===== src/rtl/nubus_mem_arbiter.sv =====
// Two-port round-robin arbiter and sequencer for a single-port word memory.
// Port 0 is the NuBus slave path, port 1 the local CPU/DMA path.
module nubus_mem_arbiter #(
    parameter int TIMEOUT_CLOCKS = 16,
    parameter int CNT_W          = 8
) (
    input  logic        mem_clk,
    input  logic        mem_resetn,
    input  logic        m0_valid,
    input  logic [3:0]  m0_wstrb,
    input  logic [31:0] m0_addr,
    input  logic [31:0] m0_wdata,
    output logic [31:0] m0_rdata,
    output logic        m0_ready,
    output logic        m0_err,
    input  logic        m1_valid,
    input  logic [3:0]  m1_wstrb,
    input  logic [31:0] m1_addr,
    input  logic [31:0] m1_wdata,
    output logic [31:0] m1_rdata,
    output logic        m1_ready,
    output logic        m1_err,
    output logic        mem_valid_o,
    output logic [3:0]  mem_wstrb_o,
    output logic [31:0] mem_addr_o,
    output logic [31:0] mem_wdata_o,
    input  logic [31:0] mem_rdata_i,
    input  logic        mem_ready_i,
    output logic        grant_o
);

    localparam logic [1:0] S_IDLE   = 2'd0;
    localparam logic [1:0] S_ACCESS = 2'd1;
    localparam logic [1:0] S_DONE   = 2'd2;

    localparam logic [CNT_W-1:0] CNT_LAST = CNT_W'(TIMEOUT_CLOCKS - 1);

    logic [1:0]       state_q, state_d;
    logic [CNT_W-1:0] cnt_q, cnt_d;
    logic             grant_q, grant_d;
    logic             valid_q, valid_d;
    logic [3:0]       wstrb_q, wstrb_d;
    logic [31:0]      addr_q, addr_d;
    logic [31:0]      wdata_q, wdata_d;
    logic [31:0]      rdata0_q, rdata0_d;
    logic [31:0]      rdata1_q, rdata1_d;
    logic [1:0]       ready_q, ready_d;
    logic [1:0]       err_q, err_d;
    logic             sel;

    // Next-state logic: arbitrate in IDLE, wait or time out in ACCESS,
    // recover for one cycle in DONE.
    always_comb begin
        state_d  = state_q;
        cnt_d    = cnt_q;
        grant_d  = grant_q;
        valid_d  = valid_q;
        wstrb_d  = wstrb_q;
        addr_d   = addr_q;
        wdata_d  = wdata_q;
        rdata0_d = rdata0_q;
        rdata1_d = rdata1_q;
        ready_d  = 2'b00;
        err_d    = 2'b00;
        sel      = 1'b0;

        unique case (state_q)
            S_IDLE: begin
                if (m0_valid || m1_valid) begin
                    // Tie goes to the port that was not served last.
                    sel     = (m0_valid && m1_valid) ? ~grant_q : m1_valid;
                    grant_d = sel;
                    valid_d = 1'b1;
                    wstrb_d = sel ? m1_wstrb : m0_wstrb;
                    addr_d  = sel ? m1_addr  : m0_addr;
                    wdata_d = sel ? m1_wdata : m0_wdata;
                    cnt_d   = '0;
                    state_d = S_ACCESS;
                end
            end
            S_ACCESS: begin
                if (mem_ready_i) begin
                    // Read data is only trusted on an acknowledged read.
                    if (wstrb_q == 4'b0000) begin
                        if (grant_q) begin
                            rdata1_d = mem_rdata_i;
                        end else begin
                            rdata0_d = mem_rdata_i;
                        end
                    end
                    valid_d = 1'b0;
                    wstrb_d = 4'b0000;
                    ready_d = grant_q ? 2'b10 : 2'b01;
                    state_d = S_DONE;
                end else if (cnt_q == CNT_LAST) begin
                    if (grant_q) begin
                        rdata1_d = '0;
                    end else begin
                        rdata0_d = '0;
                    end
                    valid_d = 1'b0;
                    wstrb_d = 4'b0000;
                    ready_d = grant_q ? 2'b10 : 2'b01;
                    err_d   = grant_q ? 2'b10 : 2'b01;
                    state_d = S_DONE;
                end else begin
                    cnt_d = cnt_q + 1'b1;
                end
            end
            S_DONE: begin
                state_d = S_IDLE;
            end
            default: begin
                state_d = S_IDLE;
            end
        endcase
    end

    // State and output registers; async reset aborts any transfer silently.
    always_ff @(posedge mem_clk or negedge mem_resetn) begin
        if (!mem_resetn) begin
            state_q  <= S_IDLE;
            cnt_q    <= '0;
            grant_q  <= 1'b1;
            valid_q  <= 1'b0;
            wstrb_q  <= 4'b0000;
            addr_q   <= '0;
            wdata_q  <= '0;
            rdata0_q <= '0;
            rdata1_q <= '0;
            ready_q  <= 2'b00;
            err_q    <= 2'b00;
        end else begin
            state_q  <= state_d;
            cnt_q    <= cnt_d;
            grant_q  <= grant_d;
            valid_q  <= valid_d;
            wstrb_q  <= wstrb_d;
            addr_q   <= addr_d;
            wdata_q  <= wdata_d;
            rdata0_q <= rdata0_d;
            rdata1_q <= rdata1_d;
            ready_q  <= ready_d;
            err_q    <= err_d;
        end
    end

    assign mem_valid_o = valid_q;
    assign mem_wstrb_o = wstrb_q;
    assign mem_addr_o  = addr_q;
    assign mem_wdata_o = wdata_q;
    assign m0_rdata    = rdata0_q;
    assign m1_rdata    = rdata1_q;
    assign m0_ready    = ready_q[0];
    assign m1_ready    = ready_q[1];
    assign m0_err      = err_q[0];
    assign m1_err      = err_q[1];
    assign grant_o     = grant_q;

endmodule


===== config.mk =====
export PLATFORM = sky130hd
export DESIGN_NAME = nubus_mem_arbiter
export DESIGN_NICKNAME = d
export VERILOG_FILES = /design/src/rtl/nubus_mem_arbiter.sv
export SDC_FILE = /design/constraint.sdc
export NUM_CORES = 1
export LEC_CHECK = 0
export ABC_AREA = 1
export BUFFER_PORTS_ARGS = -buffer_cell sky130_fd_sc_hd__buf_2
export CAP_MARGIN = 20
export CORE_UTILIZATION = 40
export DETAILED_ROUTE_END_ITERATION = 8
export PLACE_DENSITY = 0.81
export SLEW_MARGIN = 30
export SYNTH_ARGS = -nofsm -noshare
export SYNTH_HDL_FRONTEND = slang
export SYNTH_SLANG_ARGS = --single-unit

===== constraint.sdc =====
create_clock -name mem_clk -period 3.47 [get_ports mem_clk]
set_clock_uncertainty 0.2 [all_clocks]
set_input_delay 0.8675 -clock mem_clk [delete_from_list [all_inputs] [get_ports mem_clk]]
set_output_delay 0.8675 -clock mem_clk [all_outputs]
set_load 0.005 [all_outputs]

# == Word-level counts from Yosys, hierarchy flattened ==
# Index checks and enable logic that the tools add are counted.
# totals
word_cells,68
reg_bits,148
mem_bits_rw,0
memories,0
latchBits,0
output_inout_bits,138
rom_bits,0
# op_classes
addsub,1
eq_ne,7
shift,0
n_mux,36
reduce_logical,12
multipliers,0
magnitude_cmp,0
bitwise_logic,1
n_div,0
# op_table
op,n
2-to-1 mux 32 bit,12
2-to-1 mux 8 bit,3
2-to-1 mux 2 bit,9
2-to-1 mux 4 bit,4
case mux 8 bit (2 select lines),1
AND reduction 4 bit,3
adder 8 x 1 -> 8 bit (second input constant),1
equality test 8 x 4 -> 1 bit (second input constant),1
case mux 4 bit (2 select lines),1
inequality test 2 bit (second input constant),3
zero test 4 bit,1
2-to-1 mux 1 bit,4
case mux 2 bit (2 select lines),1
AND reduction 2 bit,2
nonzero test 2 bit,2
inequality test 3 bit (second input constant),1
AND reduction 3 bit,1
equality test 2 x 1 -> 1 bit (second input constant),1
zero test 2 bit,1
inequality test 2 x 1 -> 1 bit (second input constant),1
case mux 1 bit (2 select lines),1
logical AND 1 bit,1
logical OR 1 bit,1
NOT 1 bit,1

# == Logic depth before layout (Yosys ltp) ==
# Gate-level depths: netlist (run 1).
# depth
depth_word,5
ltp_mapped,10
mapped_depth_nobuf,9

# == Worst setup path before layout (run 1) ==
# Ideal clock, no wire load.
# synth_timing
kind,input port to flip-flop
start,in mem_ready_i
end,"reg rdata0_q[10], in the netlist m0_rdata[10]"
path_stages,8
setup_ps,116
path_slack_ps,1513
path_buffers,2
t_arrival_ps,1640
required_time_ps,3154
path_cell_list,buf_2 > inv_2 > nand4_2 > nand2_2 > nand2_1 > buf_2 > nand2_1 > nand2_1
# synth_via
elab_chain_len,2
elab_cells_between_ends,4
classes_between,eq/ne: 1; mux: 1; reduce/logical: 2
# synth_lines
item,line,source
"start, declared",28,"input logic mem_ready_i,"
inequality test 2 x 1 -> 1 bit (no source line) or nonzero test 2 bit (tied branches),-,
AND reduction 4 bit (no source line),-,
"end signal, assigned",141,rdata0_q <= rdata0_d;
"end, declared",45,"logic [31:0] rdata0_q, rdata0_d;"
# Several ways; a longest one is shown, not always the timed one.
# A chain may end at the register's enable or synchronous reset.

# == Final worst setup path (run 1) ==
# layout_timing
start,"reg grant_q, in the netlist grant_o"
end,out grant_o
# layout_lines
item,line,source
"start, declared",40,"logic grant_q, grant_d;"
"start signal, assigned",136,grant_q <= grant_d;
"end, declared",29,output logic grant_o
# No word-level cell between the ends.

==> results.sh, run 1 <==
export IMPL_coreArea_sq_um=16500
export IMPL_clock_path_buffers=2
export IMPL_tightest_slew_ns=0.851
export IMPL_cpLargestDelayFamily="flip-flops"
export IMPL_cts_tree="done"
export IMPL_critical_path_class="flip-flop to output port"
export IMPL_drive_gt1_share_pct=33.5
export IMPL_setup_tns_ns=0
export IMPL_worst_r2r_cell_count=9
export IMPL_place_congestion=0.892
export IMPL_die_h_um=132
export IMPL_dp_hpwl_um=13900
export IMPL_hold_violations=0
export IMPL_antenna_found_initial=1
export IMPL_slowest_stage="dfstp_2"
export IMPL_power_density_nw_per_um2=816
export IMPL_arrival_ns=1.23
export IMPL_yosys_top_cells_area="dfrtp_1 55%, nand2_1 15%, o21ai_1 5.5%"
export IMPL_portBuffers=310
export IMPL_gr_total_overflow=0
export IMPL_avgRoutedWirePerCell_um=14.3
export IMPL_fin_crit_sh_pct=66.2
export IMPL_grt_pass1_vias=6186
export IMPL_final_util_pct=54.5
export IMPL_hold_buffers=0
export IMPL_io_pins=311
export IMPL_slew_limit_headroom_pct=43.3
export IMPL_area_growth_pct=33.7
export IMPL_num_nets_final=1287
export IMPL_critPathRequiredTime_ns=2.40
export IMPL_design_area_sq_um=9000
export IMPL_rows=47
export IMPL_postPlaceCellArea_sq_um=8380
export IMPL_path_cells="buf_2"
export IMPL_rr_startpoint="cnt_q[0]"
export IMPL_start_util_pct=40.7
export IMPL_cp_max_fo=7
export IMPL_vias_per_cell=4.89
export IMPL_ys_ff_latch=148
export IMPL_vias=6580
export IMPL_grt_usage_pct=22.6
export IMPL_yosys_warnings=0
export IMPL_fin_crit_ns=2.30
export IMPL_cts_setup_buffers=0
export IMPL_p_leak_nw=5.11
export IMPL_cts_made_buffers=17
export IMPL_cp_num_buf_inv=1
export IMPL_syn_num_nets=996
export IMPL_syn_inst=822
export IMPL_holdCritPathClass="primary input to asynchronous set/reset pin"
export IMPL_cpPeakStageDelay_ns=0.64
export IMPL_clk_pin_slew_ns=0.06
export IMPL_status="complete, no violations"
export IMPL_rrSetupSlack_ns=1.23
export IMPL_final_antenna_net_count=0
export IMPL_syn_area_per_cell_sq_um=8.19
export IMPL_die_x_um=132
export IMPL_synth_area_sq_um=6730
export IMPL_clockRootBuffer="clkbuf_16"
export IMPL_synth_largest_area_cell="dfrtp_1"
export IMPL_fillers=1542
export IMPL_firstDrtPassIters=5
export IMPL_r2r_end="m0_rdata[1]"
export IMPL_clock_sinks=148
export IMPL_yosysSeqAreaShare_pct=55.1
export IMPL_routed_wl_um=19300
export IMPL_cts_resized=0
export IMPL_fmax_mhz=435
export IMPL_crit_path_start_kind="flip-flop"
export IMPL_finalSetupViolCount=0
export IMPL_drv_cap=0
export IMPL_grt_max_degree=74
export IMPL_htreeDepth=4
export IMPL_grt_pass1_wl_um=31300
export IMPL_grt_setup_unrepaired="no"
export IMPL_synth_top_cell_area_share_pct=54.7
export IMPL_ir_worst_vdd_uv=369
export IMPL_slew_violations=0
export IMPL_clock_latency_ns=0.42
export IMPL_drcViolationCount=0
export IMPL_dieArea_sq_um=17300
export IMPL_dr_first_iter_drc_count=392
export IMPL_yosysUniqueCellTypes=26
export IMPL_endpoint_kind="output port"
==> flip-flops by register name, indices dropped and copies added (netlist names) <==
name and cells:
cnt_q 8, err_q 2, grant_o 1, m0_rdata 32, m1_rdata 32, mem_addr_o 32, mem_valid_o 1, mem_wdata_o 32
mem_wstrb_o 4, ready_q 2, state_q 2
==> cell families (layout without fill, tap and decap cells) <==
logic type / Yosys count / in the layout / share of synthesized area, %
AO/OA/AOI/OAI: 146 / 146 / 11.4
buffers and inverters: 98 / 400 / 7.25
flip-flops: 148 / 148 / 55.1
other: 0 / 1 / 0
AND/OR/NAND/NOR: 428 / 428 / 25.9
XOR/XNOR: 1 / 1 / 0.130
adder cells (fa/ha/maj): 1 / 1 / 0.186
==> worst register-to-register path, stage by stage, from the launching register on <==
cell	delay, ns
dfrtp_1	0.39
ha_1	0.19
nand2_1	0.12
nor2_2	0.15
nand4_2	0.12
nand2_2	0.41
nand2_1	0.10
buf_4	0.27
nand2_1	0.12
nand2_1	0.06
==> cell usage after synthesis (all sizes together) <==
| master | number |
|---|---|
| a21oi | 2 |
| ha | 1 |
| o211ai | 5 |
| nor2 | 83 |
| buf | 38 |
| nand4 | 1 |
| dfrtp | 147 |
| xor2 | 1 |
| dfstp | 1 |
| nand2 | 268 |
| o21ai | 138 |
| nor3 | 2 |
| nand3 | 70 |
| inv | 46 |
| a21boi | 1 |
| or2 | 4 |
| clkbuf | 14 |
==> layout make-up <==
type                       instances  area, sq um  share of cell area [%]
sequential                       148         3700                    41.2
multi-input combinational        576         2540                    28.3
timing repair buffer             324         1690                    18.8
clock buffer                      18          429                    4.77
tap                              220          275                    3.06
clock inverter                    12          181                    2.02
inverter                          46          174                    1.93
antenna                            1         2.50                  0.0278
==> metrics by stage <==
step / hold slack [ns] / power (mW) / setup WS (ns) / instances
floorplan: 0.265 / 4.26 / 1.51 / 822
global placement: 0.249 / 5.37 / 0.870 / 1314
detailed placement: 0.253 / 5.46 / 0.831 / 1314
CTS: 0.267 / 7.41 / 1.15 / 1344
global route: 0.278 / 7.83 / 1.08 / 1344
finish: 0.251 / 7.34 / 1.17 / 1345
==> metal layers <==
metal  vias to the layer above  share of wire [%]  GRT usage (%)
met2                       333                 49           37.2
met3                        32                7.2           5.02
li1                       3207                  -              -
met1                      3008                 41           28.7
met5                         -                  0              0
met4                         0                2.7           9.88
==> how the worst max path moves through the flow <==
stage / from / to / slack (ns) / cells after the start
floorplan: mem_ready_i / m0_rdata[10] / 1.51 / 8
global placement: m0_valid / cnt_q[4] / 0.87 / 6
detailed placement: m0_valid / cnt_q[4] / 0.83 / 6
CTS: grant_o / grant_o / 1.15 / 1
global route: cnt_q[0] / m1_rdata[26] / 1.08 / 9
finish: grant_o / grant_o / 1.17 / 1
==> placed cells by master (no fill, tap or decap), drive strengths merged <==
| cell | count |
|---|---|
| bufinv | 4 |
| o21ai | 138 |
| a21boi | 1 |
| xor2 | 1 |
| clkinvlp | 4 |
| dfrtp | 147 |
| nand4 | 1 |
| nand3 | 70 |
| nor2 | 83 |
| buf | 324 |
| a21oi | 2 |
| inv | 47 |
| clkbuf | 18 |
| nor3 | 2 |
| clkinv | 3 |
| o211ai | 5 |
| nand2 | 268 |
| dfstp | 1 |
| or2 | 4 |
| ha | 1 |
| diode | 1 |
==> report_power, final <==
| group | internal, mW | switching (mW) |
|---|---|---|
| clock | 1.20 | 0.722 |
| sequential | 2.44 | 0.387 |
| combinational | 1.03 | 1.56 |
No activity file was read; power rests on OpenSTA's default activity.
==> inputs of run 2 (changes only) <==
--- a/config.mk
+++ b/config.mk
@@ -10,7 +10,7 @@
 export CAP_MARGIN = 20
 export CORE_UTILIZATION = 40
 export DETAILED_ROUTE_END_ITERATION = 8
-export PLACE_DENSITY = 0.81
+export PLACE_DENSITY = 0.84
 export SLEW_MARGIN = 30
 export SYNTH_ARGS = -nofsm -noshare
 export SYNTH_HDL_FRONTEND = slang
==> constraint.sdc (replaced) <==
create_clock -name mem_clk -period 2.1 [get_ports mem_clk]
set_clock_uncertainty 0.2 [all_clocks]
set_input_delay 0.525 -clock mem_clk [delete_from_list [all_inputs] [get_ports mem_clk]]
set_output_delay 0.525 -clock mem_clk [all_outputs]
set_load 0.005 [all_outputs]
==> results.sh, run 2 (synthesis gave the netlist of run 1 again) <==
export IMPL_status="complete, no violations"
export IMPL_slew_limit_headroom_pct=68.7
export IMPL_finalPower_mw=12.3
export IMPL_firstDrtPassIters=5
export IMPL_grt_pass1_wl_um=31200
export IMPL_gr_total_overflow=0
export IMPL_avgRoutedWirePerCell_um=14.5
export IMPL_antenna_found_initial=0
export IMPL_clock_path_buffers=2
export IMPL_setup_tns_ns=0
export IMPL_p_leak_nw=5.20
export IMPL_htreeDepth=4
export IMPL_dp_cells=1321
export IMPL_final_antenna_net_count=0
export IMPL_fillers=1493
export IMPL_clock_latency_ns=0.41
export IMPL_tightest_slew_ns=0.469
export IMPL_whs_path_depth=3
export IMPL_grt_pass1_vias=6383
export IMPL_whs_endpoint="mem_addr_o[21]"
export IMPL_finalSetupViolCount=0
export IMPL_vias_per_cell=4.97
export IMPL_cts_resized=0
export IMPL_path_cells="buf_2"
export IMPL_cpPeakStageDelay_ns=0.63
export IMPL_fin_crit_ns=1.91
export IMPL_r2r_end="cnt_q[2]"
export IMPL_endpoint_kind="output port"
export IMPL_die_h_um=132
export IMPL_grt_usage_pct=22.8
export IMPL_cts_made_buffers=17
export IMPL_rows=47
export IMPL_clock_sinks=148
export IMPL_rrSetupSlack_ns=0.26
export IMPL_fin_crit_sh_pct=91.1
export IMPL_drive_gt1_share_pct=34.0
export IMPL_crit_path_start_kind="flip-flop"
export IMPL_slowest_stage="dfstp_2"
export IMPL_coreArea_sq_um=16500
export IMPL_dr_first_iter_drc_count=362
export IMPL_start_util_pct=40.7
export IMPL_layout_commonest_cell="buf_2"
export IMPL_drv_cap=0
export IMPL_hold_violations=0
export IMPL_place_congestion=0.893
export IMPL_antenna_cells=0
export IMPL_grt_setup_unrepaired="no"
export IMPL_routed_wl_um=19600
export IMPL_multi_input_area_sq_um=2540
export IMPL_rr_startpoint="cnt_q[0]"
export IMPL_hold_start="m1_addr[21]"
export IMPL_regArea_sq_um=3700
export IMPL_critical_path_class="flip-flop to output port"
export IMPL_grt_max_degree=69
export IMPL_final_cell_mix="309 x buf_2, 266 x nand2_1, 147 x dfrtp_1"
export IMPL_hold_worst_slack_ns=0.168
export IMPL_final_util_pct=55.4
export IMPL_cp_max_fo=7
export IMPL_arrival_ns=1.19
export IMPL_dieArea_sq_um=17300
export IMPL_drcViolationCount=0
export IMPL_num_nets_final=1295
export IMPL_worst_r2r_cell_count=9
export IMPL_power_density_nw_per_um2=1340
export IMPL_portBuffers=310
export IMPL_final_cells=1353
export IMPL_io_pins=311
export IMPL_clk_pin_slew_ns=0.06
export IMPL_area_growth_pct=36.0
export IMPL_vias=6729
export IMPL_fmax_mhz=523
export IMPL_cp_num_buf_inv=1
export IMPL_ir_worst_vdd_uv=666
export IMPL_slew_violations=0
export IMPL_cpLargestDelayFamily="flip-flops"
export IMPL_die_x_um=132
export IMPL_critPathRequiredTime_ns=1.37
export IMPL_clockRootBuffer="clkbuf_16"
export IMPL_dp_hpwl_um=14200
export IMPL_cts_tree="done"
export IMPL_holdCritPathClass="primary input to flip-flop"
run 2: cell count changes in the layout (fill, tap and decap cells not counted), sizes merged, moves of 2 or more:
| cell | delta |
|---|---|
| clkinvlp | -3 |
| buf | +7 |
| clkinv | +3 |
| clkbuf | +2 |
run 2: worst max-delay path by stage:
stage,from,end,slack (ns),depth (start not counted)
2_1_floorplan,mem_ready_i,m0_rdata[10],0.49,8
3_3_place_gp,m0_valid,mem_addr_o[11],0.25,7
3_5_place_dp,m0_valid,mem_wdata_o[30],0.19,7
4_1_cts,grant_o,grant_o,0.17,1
5_1_grt,cnt_q[0],cnt_q[2],0.06,9
6_report,grant_o,grant_o,0.19,1
run 2: cell type report:
cell class	instances	share of cell area, %
clock buffers	20	5.10
clock inverters	11	1.65
inverters	46	1.89
multi-input cells	576	27.8
flip-flops and latches	148	40.5
well taps	220	3.01
repair buffers	332	20.1
run 2: through the flow:
step	worst slack, ns	instance area, sq um
2_1_floorplan	0.486	6730
3_3_place_gp	0.250	8520
3_5_place_dp	0.187	8520
4_1_cts	0.166	9150
5_1_grt	0.0574	9150
6_report	0.187	9150
run 2: routing by layer:
layer / routed length, um / GRT usage, % / up-vias
met5: 0 / 0 / -
li1: - / - / 3226
met3: 1440 / 5.13 / 42
met1: 8130 / 28.5 / 3117
met2: 9310 / 36.7 / 344
met4: 725 / 12.1 / 0
run 2: power by group:
group	leakage, nW	total (mW)	internal (mW)	switching [mW]
registers	1.89	4.69	4.03	0.654
logic	3.01	4.42	1.81	2.61
clock network	0.302	3.15	1.97	1.19
total	5.20	12.3	7.80	4.45
run 2: repair_timing:
action / CTS / global route
setup buffers: 0 / 0
endpoints found under the hold margin: 22 / 0
hold buffers: 1 / 0
==> inputs of run 3 (changes only) <==
--- a/config.mk
+++ b/config.mk
@@ -10,7 +10,7 @@
 export CAP_MARGIN = 20
 export CORE_UTILIZATION = 40
 export DETAILED_ROUTE_END_ITERATION = 8
-export PLACE_DENSITY = 0.84
+export PLACE_DENSITY = 0.81
 export SLEW_MARGIN = 30
 export SYNTH_ARGS = -nofsm -noshare
 export SYNTH_HDL_FRONTEND = slang
==> constraint.sdc (replaced) <==
create_clock -name mem_clk -period 1.8 [get_ports mem_clk]
set_clock_uncertainty 0.2 [all_clocks]
set_input_delay 0.45 -clock mem_clk [delete_from_list [all_inputs] [get_ports mem_clk]]
set_output_delay 0.45 -clock mem_clk [all_outputs]
set_load 0.005 [all_outputs]
==> results.sh, run 3 (synthesis gave the netlist of run 1 again) <==
export IMPL_status="finished, violations left"
export IMPL_violations="setup timing"
export IMPL_routed_wl_um=21600
export IMPL_drv_cap=0
export IMPL_power_density_nw_per_um2=1530
export IMPL_fin_crit_sh_pct=103
export IMPL_area_growth_pct=43.0
export IMPL_tightest_slew_ns=0.435
export IMPL_clock_path_buffers=2
export IMPL_dieArea_sq_um=17300
export IMPL_clockPowerShare_pct=22.5
export IMPL_gr_total_overflow=0
export IMPL_fmax_mhz=542
export IMPL_drcViolationCount=0
export IMPL_vias_per_cell=4.97
export IMPL_portBuffers=310
export IMPL_holdCritPathClass="primary input to flip-flop"
export IMPL_intPower_mw=9.03
export IMPL_finalSetupViolCount=28
export IMPL_finalPower_mw=14.7
export IMPL_cts_made_buffers=17
export IMPL_drive_gt1_share_pct=39.3
export IMPL_rows=47
export IMPL_grt_usage_pct=23.5
export IMPL_antenna_found_initial=1
export IMPL_num_nets_final=1319
export IMPL_vias=6852
export IMPL_grt_met2_usage_pct=37.9
export IMPL_die_x_um=132
export IMPL_cts_tree="done"
export IMPL_htreeDepth=4
export IMPL_dp_hpwl_um=14600
export IMPL_grt_busiest_layer="met2"
export IMPL_final_antenna_net_count=0
export IMPL_start_util_pct=40.7
export IMPL_io_pins=311
export IMPL_slew_limit_headroom_pct=71.0
export IMPL_swShare_pct=38.7
export IMPL_use_met3_pct=5.59
export IMPL_p_leak_nw=5.37
export IMPL_clock_latency_ns=0.42
export IMPL_arrival_ns=1.95
export IMPL_final_cell_mix="308 x buf_2, 223 x nand2_1, 147 x dfrtp_1"
export IMPL_dr_first_iter_drc_count=393
export IMPL_avgRoutedWirePerCell_um=15.6
export IMPL_place_congestion=0.874
export IMPL_grt_pass1_wl_um=32200
export IMPL_dp_cells=1335
export IMPL_p_switching_mw=5.70
export IMPL_die_h_um=132
export IMPL_clockRootBuffer="clkbuf_16"
export IMPL_regArea_sq_um=3700
export IMPL_slew_violations=0
export IMPL_endpoint_kind="flip-flop"
export IMPL_fin_crit_ns=1.85
export IMPL_multi_input_area_sq_um=2770
export IMPL_seqPwrFrac_pct=37.6
export IMPL_critPathRequiredTime_ns=1.90
export IMPL_final_cells=1379
export IMPL_clock_sinks=148
export IMPL_firstDrtPassIters=5
export IMPL_power_frac_comb_pct=39.9
export IMPL_crit_path_start_kind="flip-flop"
export IMPL_critical_path_class="flip-flop to flip-flop"
export IMPL_setup_slack_ns=-0.0456
export IMPL_grt_max_degree=60
export IMPL_fillers=1452
export IMPL_grt_pass1_vias=6383
export IMPL_ir_worst_vdd_uv=692
export IMPL_clk_pin_slew_ns=0.07
export IMPL_layout_commonest_cell="buf_2"
export IMPL_grt_setup_unrepaired="yes"
export IMPL_cp_max_fo=16
export IMPL_use_met1_pct=30.1
export IMPL_coreArea_sq_um=16500
export IMPL_hold_violations=0
[run 3: layout make-up]
class / instances / area share, %
clock inverter: 15 / 1.27
sequential: 148 / 38.5
inverter: 46 / 1.82
multi-input combinational: 576 / 28.8
tap: 220 / 2.86
timing repair buffer: 356 / 22.3
clock buffer: 17 / 4.42
antenna: 1 / 0.0260
[run 3: repair_timing]
item                       in CTS  in global routing
buffers inserted                1                  2
cloned                          0                  7
hold buffers                    1                  0
gates resized for setup         2                 67
hold endpoints to repair       30                  0
setup endpoints to repair      21                100
pin swaps                       0                  5
[run 3: layer usage]
metal | vias to the layer above | routed length, um
met5 | - | 0
met4 | 0 | 734
met3 | 46 | 1660
met2 | 366 | 10700
met1 | 3151 | 8440
li1 | 3289 | -
[run 3: path summary, 6_finish.rpt]
check,from,endpoint,slack [ns],cells past startpoint
max in group asynchronous,mem_resetn,m0_rdata[20],0.50,3
worst max register to register,cnt_q[1],m1_rdata[14],-0.05,9
worst min-delay path,m1_addr[15],mem_addr_o[15],0.08,3
min in group asynchronous,mem_resetn,m0_rdata[19],0.31,2
worst max-delay path,cnt_q[1],m1_rdata[14],-0.05,9
worst min register to register,m1_rdata[22],m1_rdata[22],0.27,2
[run 3: worst max-delay path, stage by stage, from the launching register on]
cell	delay [ns]
dfrtp_1	0.37
ha_2	0.21
nand2_4	0.07
nor2_4	0.14
nand4_4	0.14
nand2_8	0.18
nand2_8	0.09
buf_12	0.16
nand2_1	0.08
nand2_1	0.07
[run 3: metrics by stage]
stage          hold slack, ns  area, sq um  utilization (%)  setup TNS, ns  setup slack (ns)
3_3_place_gp            0.195         8640             52.3              0            0.0432
4_1_cts                0.0611         9220             55.8              0           0.00835
3_5_place_dp            0.192         8640             52.3        -0.0353          -0.00768
2_1_floorplan         -0.0456         6730                -              0             0.196
5_1_grt                0.0704         9620             58.2          -4.14            -0.102
6_report               0.0821         9620             58.2         -0.323           -0.0456
[run 3: power by group through the flow]
stage,Clock (mW),Combinational [mW],Sequential [mW]
6_report,3.32,5.87,5.54
5_1_grt,3.55,6.46,5.69
4_1_cts,3.38,5.47,5.43
3_5_place_dp,0,5.42,5.48
3_3_place_gp,0,5.28,5.44
2_1_floorplan,0,2.63,5.58
